[src/rtl/pipe_int_ctrl_pkg.sv]
`default_nettype none
// ---------------------------------------------------------------
// pipe_int_pkg: shared FSM states, vector defaults, cause width
// rev 1.0
// ---------------------------------------------------------------
package pipe_int_pkg;

  typedef enum logic [1:0] {
    IDLE    = 2'd0,
    SAVE    = 2'd1,
    HANDLER = 2'd2,
    RESTORE = 2'd3
  } int_state_e;

  localparam logic [31:0] VEC_BASE_DEF   = 32'h0000_0100;
  localparam logic [31:0] VEC_STRIDE_DEF = 32'h0000_0010;

  function automatic int cause_w(input int n);
    return (n <= 1) ? 1 : $clog2(n);
  endfunction

endpackage
`default_nettype wire

[src/rtl/pipe_int_ctrl_if.sv]
`default_nettype none
// ---------------------------------------------------------------
// pipe_int_ctrl_if: IRQ, pipeline-control and PC-redirect bundle
// rev 1.0
// ---------------------------------------------------------------
interface pipe_int_ctrl_if #(
  parameter int N_IRQ = 4
);
  import pipe_int_pkg::*;
  localparam int CW = cause_w(N_IRQ);

  logic [N_IRQ-1:0] irq_in;
  logic [N_IRQ-1:0] irq_mask;
  logic             glb_int_en;
  logic             pipe_stall;
  logic [31:0]      cur_pc;
  logic             eret;
  logic             INT_detected;
  logic             INT_restore;
  logic             pc_redirect;
  logic [31:0]      redirect_pc;
  logic [31:0]      epc;
  logic [CW-1:0]    int_cause;
  logic             int_active;
  logic [N_IRQ-1:0] irq_ack;
  logic             wdog_fire;

  modport master (
    input  irq_in, irq_mask, glb_int_en, pipe_stall, cur_pc, eret,
    output INT_detected, INT_restore, pc_redirect, redirect_pc, epc,
           int_cause, int_active, irq_ack, wdog_fire
  );

  modport slave (
    output irq_in, irq_mask, glb_int_en, pipe_stall, cur_pc, eret,
    input  INT_detected, INT_restore, pc_redirect, redirect_pc, epc,
           int_cause, int_active, irq_ack, wdog_fire
  );

endinterface
`default_nettype wire

[src/rtl/pipe_int_ctrl_prio_enc.sv]
`default_nettype none
// ---------------------------------------------------------------
// irq_prio_enc: lowest-index-wins priority encoder
// rev 1.0
// ---------------------------------------------------------------
module irq_prio_enc #(
  parameter int N = 4,
  parameter int W = 2
) (
  input  logic [N-1:0] req,
  output logic         valid,
  output logic [W-1:0] idx
);

  // Scanning downward lets the lowest set index overwrite last.
  always_comb begin
    valid = 1'b0;
    idx   = '0;
    for (int i = N - 1; i >= 0; i--) begin
      if (req[i]) begin
        valid = 1'b1;
        idx   = W'(i);
      end
    end
  end

endmodule
`default_nettype wire

[src/rtl/pipe_int_ctrl.sv]
`default_nettype none
// ---------------------------------------------------------------
// pipe_int_ctrl: pipeline interrupt sequencer (optional PIPE_INT_WDOG_EN)
// rev 1.0
// ---------------------------------------------------------------
module pipe_int_ctrl
  import pipe_int_pkg::*;
#(
  parameter int          N_IRQ       = 4,
  parameter logic [31:0] VEC_BASE    = VEC_BASE_DEF,
  parameter logic [31:0] VEC_STRIDE  = VEC_STRIDE_DEF,
  parameter int          WDOG_CYCLES = 1024
) (
  input  logic             clk,
  input  logic             reset,
  pipe_int_ctrl_if.master  bus
);

  localparam int CW = cause_w(N_IRQ);

  int_state_e       state;
  int_state_e       state_nxt;
  logic [N_IRQ-1:0] irq_q;
  logic [N_IRQ-1:0] pending;
  logic [N_IRQ-1:0] rise;
  logic [N_IRQ-1:0] eligible;
  logic [N_IRQ-1:0] ack_clr;
  logic             win_valid;
  logic [CW-1:0]    win_idx;
  logic             take;
  logic [31:0]      epc_q;
  logic [CW-1:0]    cause_q;
  logic             wd_expire;
  logic             wd_fire_q;
  logic             wd_fire_nxt;

  assign rise     = bus.irq_in & ~irq_q;
  assign eligible = pending & ~bus.irq_mask;

  irq_prio_enc #(
    .N (N_IRQ),
    .W (CW)
  ) u_prio (
    .req   (eligible),
    .valid (win_valid),
    .idx   (win_idx)
  );

  assign take    = (state == IDLE) && bus.glb_int_en && win_valid && !bus.pipe_stall;
  assign ack_clr = take ? (N_IRQ'(1) << win_idx) : '0;

  // A fresh rise re-arms a bit even in the cycle it is being cleared.
  always_ff @(posedge clk) begin
    if (reset) begin
      irq_q   <= '0;
      pending <= '0;
      epc_q   <= '0;
      cause_q <= '0;
    end else begin
      irq_q   <= bus.irq_in;
      pending <= (pending & ~ack_clr) | rise;
      if (take) begin
        epc_q   <= bus.cur_pc;
        cause_q <= win_idx;
      end
    end
  end

`ifdef PIPE_INT_WDOG_EN
  localparam int WW = $clog2(WDOG_CYCLES) + 1;
  logic [WW-1:0] wd_cnt;

  always_ff @(posedge clk) begin
    if (reset) begin
      wd_cnt <= '0;
    end else if (state == SAVE) begin
      wd_cnt <= '0;
    end else if (state == HANDLER) begin
      wd_cnt <= wd_cnt + 1'b1;
    end
  end

  assign wd_expire = (state == HANDLER) && (wd_cnt == WW'(WDOG_CYCLES - 1));
`else
  assign wd_expire = 1'b0;
`endif

  always_ff @(posedge clk) begin
    if (reset) begin
      state     <= IDLE;
      wd_fire_q <= 1'b0;
    end else begin
      state     <= state_nxt;
      wd_fire_q <= wd_fire_nxt;
    end
  end

  always_comb begin
    state_nxt   = state;
    wd_fire_nxt = 1'b0;
    case (state)
      IDLE:    if (take) state_nxt = SAVE;
      SAVE:    state_nxt = HANDLER;
      HANDLER: begin
        if (bus.eret) begin
          state_nxt = RESTORE;
        end else if (wd_expire) begin
          state_nxt   = RESTORE;
          wd_fire_nxt = 1'b1;
        end
      end
      RESTORE: state_nxt = IDLE;
      default: state_nxt = IDLE;
    endcase
  end

  always_comb begin
    bus.INT_detected = 1'b0;
    bus.INT_restore  = 1'b0;
    bus.pc_redirect  = 1'b0;
    bus.redirect_pc  = '0;
    bus.int_active   = 1'b0;
    bus.irq_ack      = '0;
    bus.wdog_fire    = 1'b0;
    case (state)
      SAVE: begin
        bus.INT_detected = 1'b1;
        bus.int_active   = 1'b1;
        bus.pc_redirect  = 1'b1;
        bus.redirect_pc  = VEC_BASE + 32'(cause_q) * VEC_STRIDE;
        bus.irq_ack      = N_IRQ'(1) << cause_q;
      end
      HANDLER: bus.int_active = 1'b1;
      RESTORE: begin
        bus.INT_restore = 1'b1;
        bus.pc_redirect = 1'b1;
        bus.redirect_pc = epc_q;
        bus.wdog_fire   = wd_fire_q;
      end
      default: ;
    endcase
  end

  assign bus.epc       = epc_q;
  assign bus.int_cause = cause_q;

endmodule
`default_nettype wire

[src/flat_wrapper.sv]
// flat-port wrapper written by rule: the top's interface ports become plain ports
module pipe_int_ctrl_flat import pipe_int_pkg::*;
#(
  parameter int          N_IRQ       = 4,
  parameter logic [31:0] VEC_BASE    = VEC_BASE_DEF,
  parameter logic [31:0] VEC_STRIDE  = VEC_STRIDE_DEF,
  parameter int          WDOG_CYCLES = 1024
)
  (clk, reset, bus_irq_in, bus_irq_mask, bus_glb_int_en, bus_pipe_stall, bus_cur_pc, bus_eret, bus_INT_detected, bus_INT_restore, bus_pc_redirect, bus_redirect_pc, bus_epc, bus_int_cause, bus_int_active, bus_irq_ack, bus_wdog_fire);
  pipe_int_ctrl_if #(.N_IRQ(N_IRQ)) bus_i ();
  input  logic clk;
  input  logic reset;
  input wire logic [$bits(bus_i.irq_in)-1:0] bus_irq_in;
  input wire logic [$bits(bus_i.irq_mask)-1:0] bus_irq_mask;
  input wire logic [$bits(bus_i.glb_int_en)-1:0] bus_glb_int_en;
  input wire logic [$bits(bus_i.pipe_stall)-1:0] bus_pipe_stall;
  input wire logic [$bits(bus_i.cur_pc)-1:0] bus_cur_pc;
  input wire logic [$bits(bus_i.eret)-1:0] bus_eret;
  output wire logic [$bits(bus_i.INT_detected)-1:0] bus_INT_detected;
  output wire logic [$bits(bus_i.INT_restore)-1:0] bus_INT_restore;
  output wire logic [$bits(bus_i.pc_redirect)-1:0] bus_pc_redirect;
  output wire logic [$bits(bus_i.redirect_pc)-1:0] bus_redirect_pc;
  output wire logic [$bits(bus_i.epc)-1:0] bus_epc;
  output wire logic [$bits(bus_i.int_cause)-1:0] bus_int_cause;
  output wire logic [$bits(bus_i.int_active)-1:0] bus_int_active;
  output wire logic [$bits(bus_i.irq_ack)-1:0] bus_irq_ack;
  output wire logic [$bits(bus_i.wdog_fire)-1:0] bus_wdog_fire;
  assign bus_i.irq_in = bus_irq_in;
  assign bus_i.irq_mask = bus_irq_mask;
  assign bus_i.glb_int_en = bus_glb_int_en;
  assign bus_i.pipe_stall = bus_pipe_stall;
  assign bus_i.cur_pc = bus_cur_pc;
  assign bus_i.eret = bus_eret;
  assign bus_INT_detected = bus_i.INT_detected;
  assign bus_INT_restore = bus_i.INT_restore;
  assign bus_pc_redirect = bus_i.pc_redirect;
  assign bus_redirect_pc = bus_i.redirect_pc;
  assign bus_epc = bus_i.epc;
  assign bus_int_cause = bus_i.int_cause;
  assign bus_int_active = bus_i.int_active;
  assign bus_irq_ack = bus_i.irq_ack;
  assign bus_wdog_fire = bus_i.wdog_fire;
  pipe_int_ctrl #(.N_IRQ(N_IRQ), .VEC_BASE(VEC_BASE), .VEC_STRIDE(VEC_STRIDE), .WDOG_CYCLES(WDOG_CYCLES)) u_core (.clk(clk), .reset(reset), .bus(bus_i));
endmodule
[config.mk]
export PLATFORM = sky130hd
export DESIGN_NAME = pipe_int_ctrl_flat
export DESIGN_NICKNAME = d
export VERILOG_FILES = /design/src/rtl/pipe_int_ctrl_pkg.sv /design/src/rtl/pipe_int_ctrl_if.sv /design/src/rtl/pipe_int_ctrl_prio_enc.sv /design/src/rtl/pipe_int_ctrl.sv /design/src/flat_wrapper.sv
export SDC_FILE = /design/constraint.sdc
export NUM_CORES = 1
export LEC_CHECK = 0
export BUFFER_PORTS_ARGS = -buffer_cell sky130_fd_sc_hd__buf_2
export CAP_MARGIN = 20
export CORE_UTILIZATION = 38
export DETAILED_ROUTE_END_ITERATION = 12
export GPL_ROUTABILITY_DRIVEN = 1
export PLACE_DENSITY = 0.75
export SETUP_SLACK_MARGIN = 0.02
export SYNTH_ARGS = -nofsm -noshare
export SYNTH_HDL_FRONTEND = slang
export SYNTH_SLANG_ARGS = --single-unit
[constraint.sdc]
create_clock -name clk -period 1.7 [get_ports clk]
set_clock_uncertainty 0.2 [all_clocks]
set_input_delay 0 -clock clk [delete_from_list [all_inputs] [get_ports clk]]
set_output_delay 0 -clock clk [all_outputs]
set_load 0.05 [all_outputs]
==> impl_metrics.yaml, run 1 <==
synth:
  synth_flop_cell: "dfxtp_1"
  synth_nets: 293
  async_flop_share_pct: 0
  synth_top_family_by_area: "simple AND/OR/NAND/NOR gates"
  yosysSeqAreaShare_pct: 45.1
  yosysMostFrequentCell: "nand2_1"
  synth.mux.area_fraction_pct: 0.512
  ys_warn_count: 0
  synth_adder_area_share_pct: 3.20
  syn_avg_cell_area_um2: 8.04
  synth_compound_area_share_pct: 15.6
  synth-xor-area-share_pct: 0
  ys_types: 32
  synth_top_cell_by_area: "dfxtp_1"
  ys_top_cells_by_area: "dfxtp_1 45%, nand2_1 13%, a21oi_1 9.5%"
  yosysTopAreaCellShare_pct: 45.1
  synth_cells: 243
  synth-edff-count: 0
  yosys.area_share.simple_pct: 30.7
  syn_area_um2: 1950
  synth_common_cells: "68 x nand2_1, 44 x dfxtp_1, 37 x a21oi_1"
  ys_ff_latch: 44
drt:
  via_per_inst: 4.79
  met3_length_um: 319
  wl_per_cell_um: 13.7
  routed_wl_mm: 6.53
  maxUsedRoutingLayer: "met4"
  drt_pass1_iterations: 4
  drc: 0
  met2_length_mm: 3.57
  drt_iter0_drc: 83
  wl_met1_mm: 2.48
  ant_nets: 0
  vias: 2288
global_route:
  grt_pass1_wl_mm: 9.44
  grt_pass1_vias: 2068
  grt_overflow_total: 0
  grt_max_degree: 27
  antenna_found_initial: 0
  grt_usage_pct: 23.3
floorplanning:
  die_x_um: 73.7
  die_h_um: 73.7
  rows: 25
  start_util_pct: 40.3
  num_io_pins: 120
  core_um2: 4850
  dieArea_um2: 5430
final_layout:
  seq_area_um2: 883
  final_net_count: 461
  multi_input_area_um2: 1160
  num_antenna_cells: 0
  drive_gt1_share_pct: 45.5
  nFillCells: 372
  area_delta_synth_final_pct: 82.1
timing:
  whs_ps: 8.32
  setup_violations: 0
  maxSlewViolCount: 0
  post-route-period-util_pct: 99.0
  layout_min_cycle_time_ps: 1680
  fin_setup_tns_ps: 0
  rsz0062_at_grt: "true"
  fin_ws_ps: 16.3
  hold_viol: 0
  maxClockFrequency_mhz: 594
placed_design:
  portBuffers: 118
  place_hpwl_mm: 3.60
  dp_slack_ps: -28.5
  gp_congestion: 0.777
worst_setup_path:
  critPathTopFamily: "simple AND/OR/NAND/NOR gates"
  cp-end-kind: "flip-flop"
  crit_required_ps: 1730
  cpPeakStageDelay_ps: 380
  slowest_stage: "or3_1"
  worst_ep_arrival_time_ps: 1710
  crit_fanout: 7
  cp-start-kind: "flip-flop"
  cp.buffers_inverters: 1
  crit_chain: "inv_2 -> ha_4 -> nand3b_4 -> a41o_2 -> or3_1 -> a21oi_1"
  crit_type: "flip-flop to flip-flop"
clock_network:
  htree_levels: 2
  clock_latency_ps: 290
  cts-root-buf: "clkbuf_8"
  path_clk_slew_ps: 80
  ctsLongestPathBuffers: 2
  cts_num_sinks: 44
  cts_made_buffers: 5
  cts_tree: "done"
job:
  maxCapViolCount: 0
power:
  leakage_uw: 0.00165
  irDropWorstVdd_uv: 539
  p_per_area_nw_per_um2: 895
min_path:
  hp-class: "input pin to flip-flop"
run_status:
  outcome: "complete, no violations"
[flip-flops by register name, summed over array words and instances (netlist names)]
register,cells
u_core.bus.epc,32
u_core.state,2
u_core.bus.int_cause,2
u_core.pending,4
u_core.irq_q,4
[final cells by class]
class / count / area share, %
Multi-Input combinational cell: 179 / 32.6
Tap cell: 67 / 2.36
Clock buffer: 6 / 2.04
Sequential cell: 44 / 24.8
Clock inverter: 1 / 0.141
Inverter: 4 / 0.422
Timing Repair Buffer: 177 / 37.6
[where the power goes]
part,internal [µW],switching (µW),total [µW]
clock,280,341,620
combinational,551,840,1390
sequential,1120,55.2,1170
[through the flow]
| step | instances | total power [µW] | utilization, % | instance area, µm² |
|---|---|---|---|---|
| after floorplan | 243 | 1980 | - | 1970 |
| after global placement | 424 | 2240 | 55.2 | 2680 |
| after detailed placement | 424 | 2260 | 55.2 | 2680 |
| after CTS | 478 | 3060 | 69.4 | 3360 |
| after global routing | 478 | 3340 | 73.3 | 3560 |
| final | 478 | 3180 | 73.3 | 3560 |
[placed cells by master, fill, tap and decap left out, types with 2 or more instances in the layout]
cell type	n
dfxtp_1	42
and2_1	29
nor2b_1	6
buf_8	3
a21oi_2	16
inv_1	2
buf_6	18
buf_2	83
ha_4	3
dlygate4sd3_1	40
ha_1	2
inv_2	2
a21oi_1	21
buf_12	2
dfxtp_2	2
a22o_1	2
buf_4	31
nand2_1	56
clkbuf_8	5
nand2_4	2
nand2b_1	9
nand2_2	10
[tightest hold or removal path, stage by stage]
cell and delay, ps:
buf_2 70, nand2b_2 180, o41ai_1 90, a21oi_1 120
[per-layer routing]
metal	vias to the layer above	global-route usage, %
met3	17	5.76
met4	0	10.9
met2	92	45.0
met5	-	0
li1	1121	-
met1	1058	23.0
[kinds of logic after synthesis]
family | Yosys count
AO/OA/AOI/OAI | 51
buffers and inverters | 20
other | 1
adder cells (fa/ha/maj) | 5
flip-flops | 44
multiplexers | 1
AND/OR/NAND/NOR | 121
[path summary, 6_finish.rpt]
| check | startpoint | end | slack [ps] | cells past startpoint |
|---|---|---|---|---|
| max | u_core.state[0] | u_core.bus.int_cause[0] | 20 | 6 |
| min | bus_irq_mask[2] | u_core.pending[2] | 8 | 4 |
| max reg2reg | u_core.state[0] | u_core.bus.int_cause[0] | 20 | 6 |
| min reg2reg | u_core.bus.epc[23] | u_core.bus.epc[23] | 270 | 2 |
[what timing repair did]
item / CTS / global route
setup buffers: 4 / 0
gates cloned: 3 / 0
gates resized for setup: 55 / 52
hold buffers: 40 / 0
endpoints found under the hold margin: 44 / 0
setup endpoints to repair: 68 / 75
pin swaps: 5 / 12
Note: power is estimated with default switching activity, not from simulation.
==> inputs of run 2 (changes only) <==
--- a/config.mk
+++ b/config.mk
@@ -7,10 +7,10 @@
 export LEC_CHECK = 0
 export BUFFER_PORTS_ARGS = -buffer_cell sky130_fd_sc_hd__buf_2
 export CAP_MARGIN = 20
-export CORE_UTILIZATION = 38
+export CORE_UTILIZATION = 46
 export DETAILED_ROUTE_END_ITERATION = 12
 export GPL_ROUTABILITY_DRIVEN = 1
-export PLACE_DENSITY = 0.75
+export PLACE_DENSITY = 0.85
 export SETUP_SLACK_MARGIN = 0.02
 export SYNTH_ARGS = -nofsm -noshare
 export SYNTH_HDL_FRONTEND = slang
==> constraint.sdc (replaced) <==
create_clock -name clk -period 2.2 [get_ports clk]
set_clock_uncertainty 0.2 [all_clocks]
set_input_delay 0 -clock clk [delete_from_list [all_inputs] [get_ports clk]]
set_output_delay 0 -clock clk [all_outputs]
set_load 0.05 [all_outputs]
==> run 2 against run 1 <==
Total power down 29%. Non-clock buffer count fell by 12. Sequential share of layout area increased by 3.5 points. Setup slack improved by 130 ps. Combinational power fell by 40%. Via count is 4.7% lower. Global-route usage is 2.3 points higher. Routed wire length fell by 14%. First-iteration DRC count up 9.6%. Register-to-register slack improved by 130 ps. Critical path type unchanged. Critical endpoint is now u_core.pending[2].
==> impl_metrics.yaml, run 2 (synthesis gave the netlist of run 1 again) <==
global_route:
  grt_pass1_wl_mm: 8.63
  antenna_found_initial: 0
  grt_usage_pct: 25.6
  grt_pass1_vias: 1999
  grt_max_degree: 46
  grt_overflow_total: 0
worst_setup_path:
  worst_ep_arrival_time_ps: 2000
  cp-end-kind: "flip-flop"
  crit_fanout: 6
  crit_required_ps: 2150
  crit_chain: "inv_1 -> ha_2 -> nand3b_4 -> o41ai_2 -> dlygate4sd3_1 -> a21oi_1"
  slowest_stage: "dlygate4sd3_1"
  crit_type: "flip-flop to flip-flop"
  cpPeakStageDelay_ps: 600
  cp-start-kind: "flip-flop"
final_layout:
  drive_gt1_share_pct: 34.0
  final_common_cell: "buf_2"
  final_net_count: 449
  area_delta_synth_final_pct: 59.3
  final_cell_mix: "118 x buf_2, 68 x nand2_1, 44 x dfxtp_1"
  final_cell_area_um2: 3110
  num_antenna_cells: 0
  largest_reg_flops: 32
run_status:
  outcome: "complete, no violations"
power:
  p_seq_share_pct: 40.3
  p_int_uw: 1390
  switching_share_pct: 38.5
  finalPower_uw: 2260
  p_sw_uw: 869
  p_comb_share_pct: 37.0
  leakage_uw: 0.00154
  clock_power_share_pct: 22.7
  irDropWorstVdd_uv: 441
  p_per_area_nw_per_um2: 725
placed_design:
  dp_slack_ps: 256
  portBuffers: 118
  gp_congestion: 0.853
  placed_area_um2: 2580
  place_hpwl_mm: 3.55
drt:
  drc: 0
  via_per_inst: 4.85
  met3_length_um: 278
  vias: 2181
  wl_met1_mm: 2.13
  ant_nets: 0
  routed_wl_mm: 5.60
  drt_iter0_drc: 91
  drt_pass1_iterations: 4
  maxUsedRoutingLayer: "met4"
  wl_per_cell_um: 12.4
  met2_length_mm: 3.06
clock_network:
  clock_latency_ps: 290
  postCtsSetupBuffers: 0
  cts_made_buffers: 5
  htree_levels: 2
  cts_num_sinks: 44
  path_clk_slew_ps: 80
  cts_tree: "done"
  ctsLongestPathBuffers: 2
  cts-root-buf: "clkbuf_8"
timing:
  layout_min_cycle_time_ps: 2060
  setup_violations: 0
  relSlewSlack_pct: 48.7
  worstMarginPinSlew_ps: 769
  post-route-period-util_pct: 93.5
  maxClockFrequency_mhz: 486
  fin_setup_tns_ps: 0
  rsz0062_at_grt: "false"
  maxSlewViolCount: 0
  hold_viol: 0
  fin_ws_ps: 143
min_path:
  hp-class: "input pin to flip-flop"
floorplanning:
  dieArea_um2: 4510
  die_h_um: 67.2
  start_util_pct: 48.5
  core_um2: 4030
  num_io_pins: 120
  rows: 23
  die_x_um: 67.2
job:
  maxCapViolCount: 0
-- run 2: area by class of cell --
cell class	instances	area, µm²
clock buffers	7	86.3
clock inverters	1	7.51
fillers	327	917
inverters	4	15.0
multi-input cells	179	996
flip-flops and latches	44	881
well taps	50	62.6
repair buffers	165	1060
-- run 2: through the flow --
step                utilization, %  std cells  hold slack (ps)
floorplan                        -        243            -71.8
global placement              64.0        399             31.4
detailed placement            64.0        399             32.9
CTS                           77.0        450             48.3
global route                  77.2        450             97.6
finish                        77.2        450             71.3
-- run 2: power groups by stage --
stage | clock, µW | sequential, µW | combinational [µW]
floorplan | 0 | 1060 | 455
global placement | 0 | 919 | 748
detailed placement | 0 | 924 | 761
CTS | 527 | 906 | 826
global route | 561 | 916 | 891
finish | 513 | 909 | 834
-- run 2: path summary, 6_finish.rpt --
kind                                          from                 end  slack, ps  cells past startpoint
worst max-delay path               u_core.state[1]   u_core.pending[2]        140                      6
worst min-delay path                         reset     u_core.irq_q[0]         70                      2
worst max register to register     u_core.state[1]   u_core.pending[2]        140                      6
worst min register to register  u_core.bus.epc[17]  u_core.bus.epc[17]        270                      2
-- run 2: per-layer routing --
layer / track usage, % / vias to the layer above
met2: 50.6 / 83
met1: 24.8 / 985
met4: 11.2 / 0
met5: 0 / -
met3: 5.74 / 12
li1: - / 1101
-- run 2: what timing repair did --
item,CTS,global route
setup endpoints to repair,0,1
gates resized for setup,0,3
hold endpoints to repair,43,0
hold buffers,43,0
-- run 2: worst max-delay path: cells and delay by family (launching register included) --
kind | cells | cell delay, ps
buf+inv | 2 | 730
compound gates | 2 | 280
simple gates | 1 | 120
flops | 1 | 350
fa+ha+maj | 1 | 230
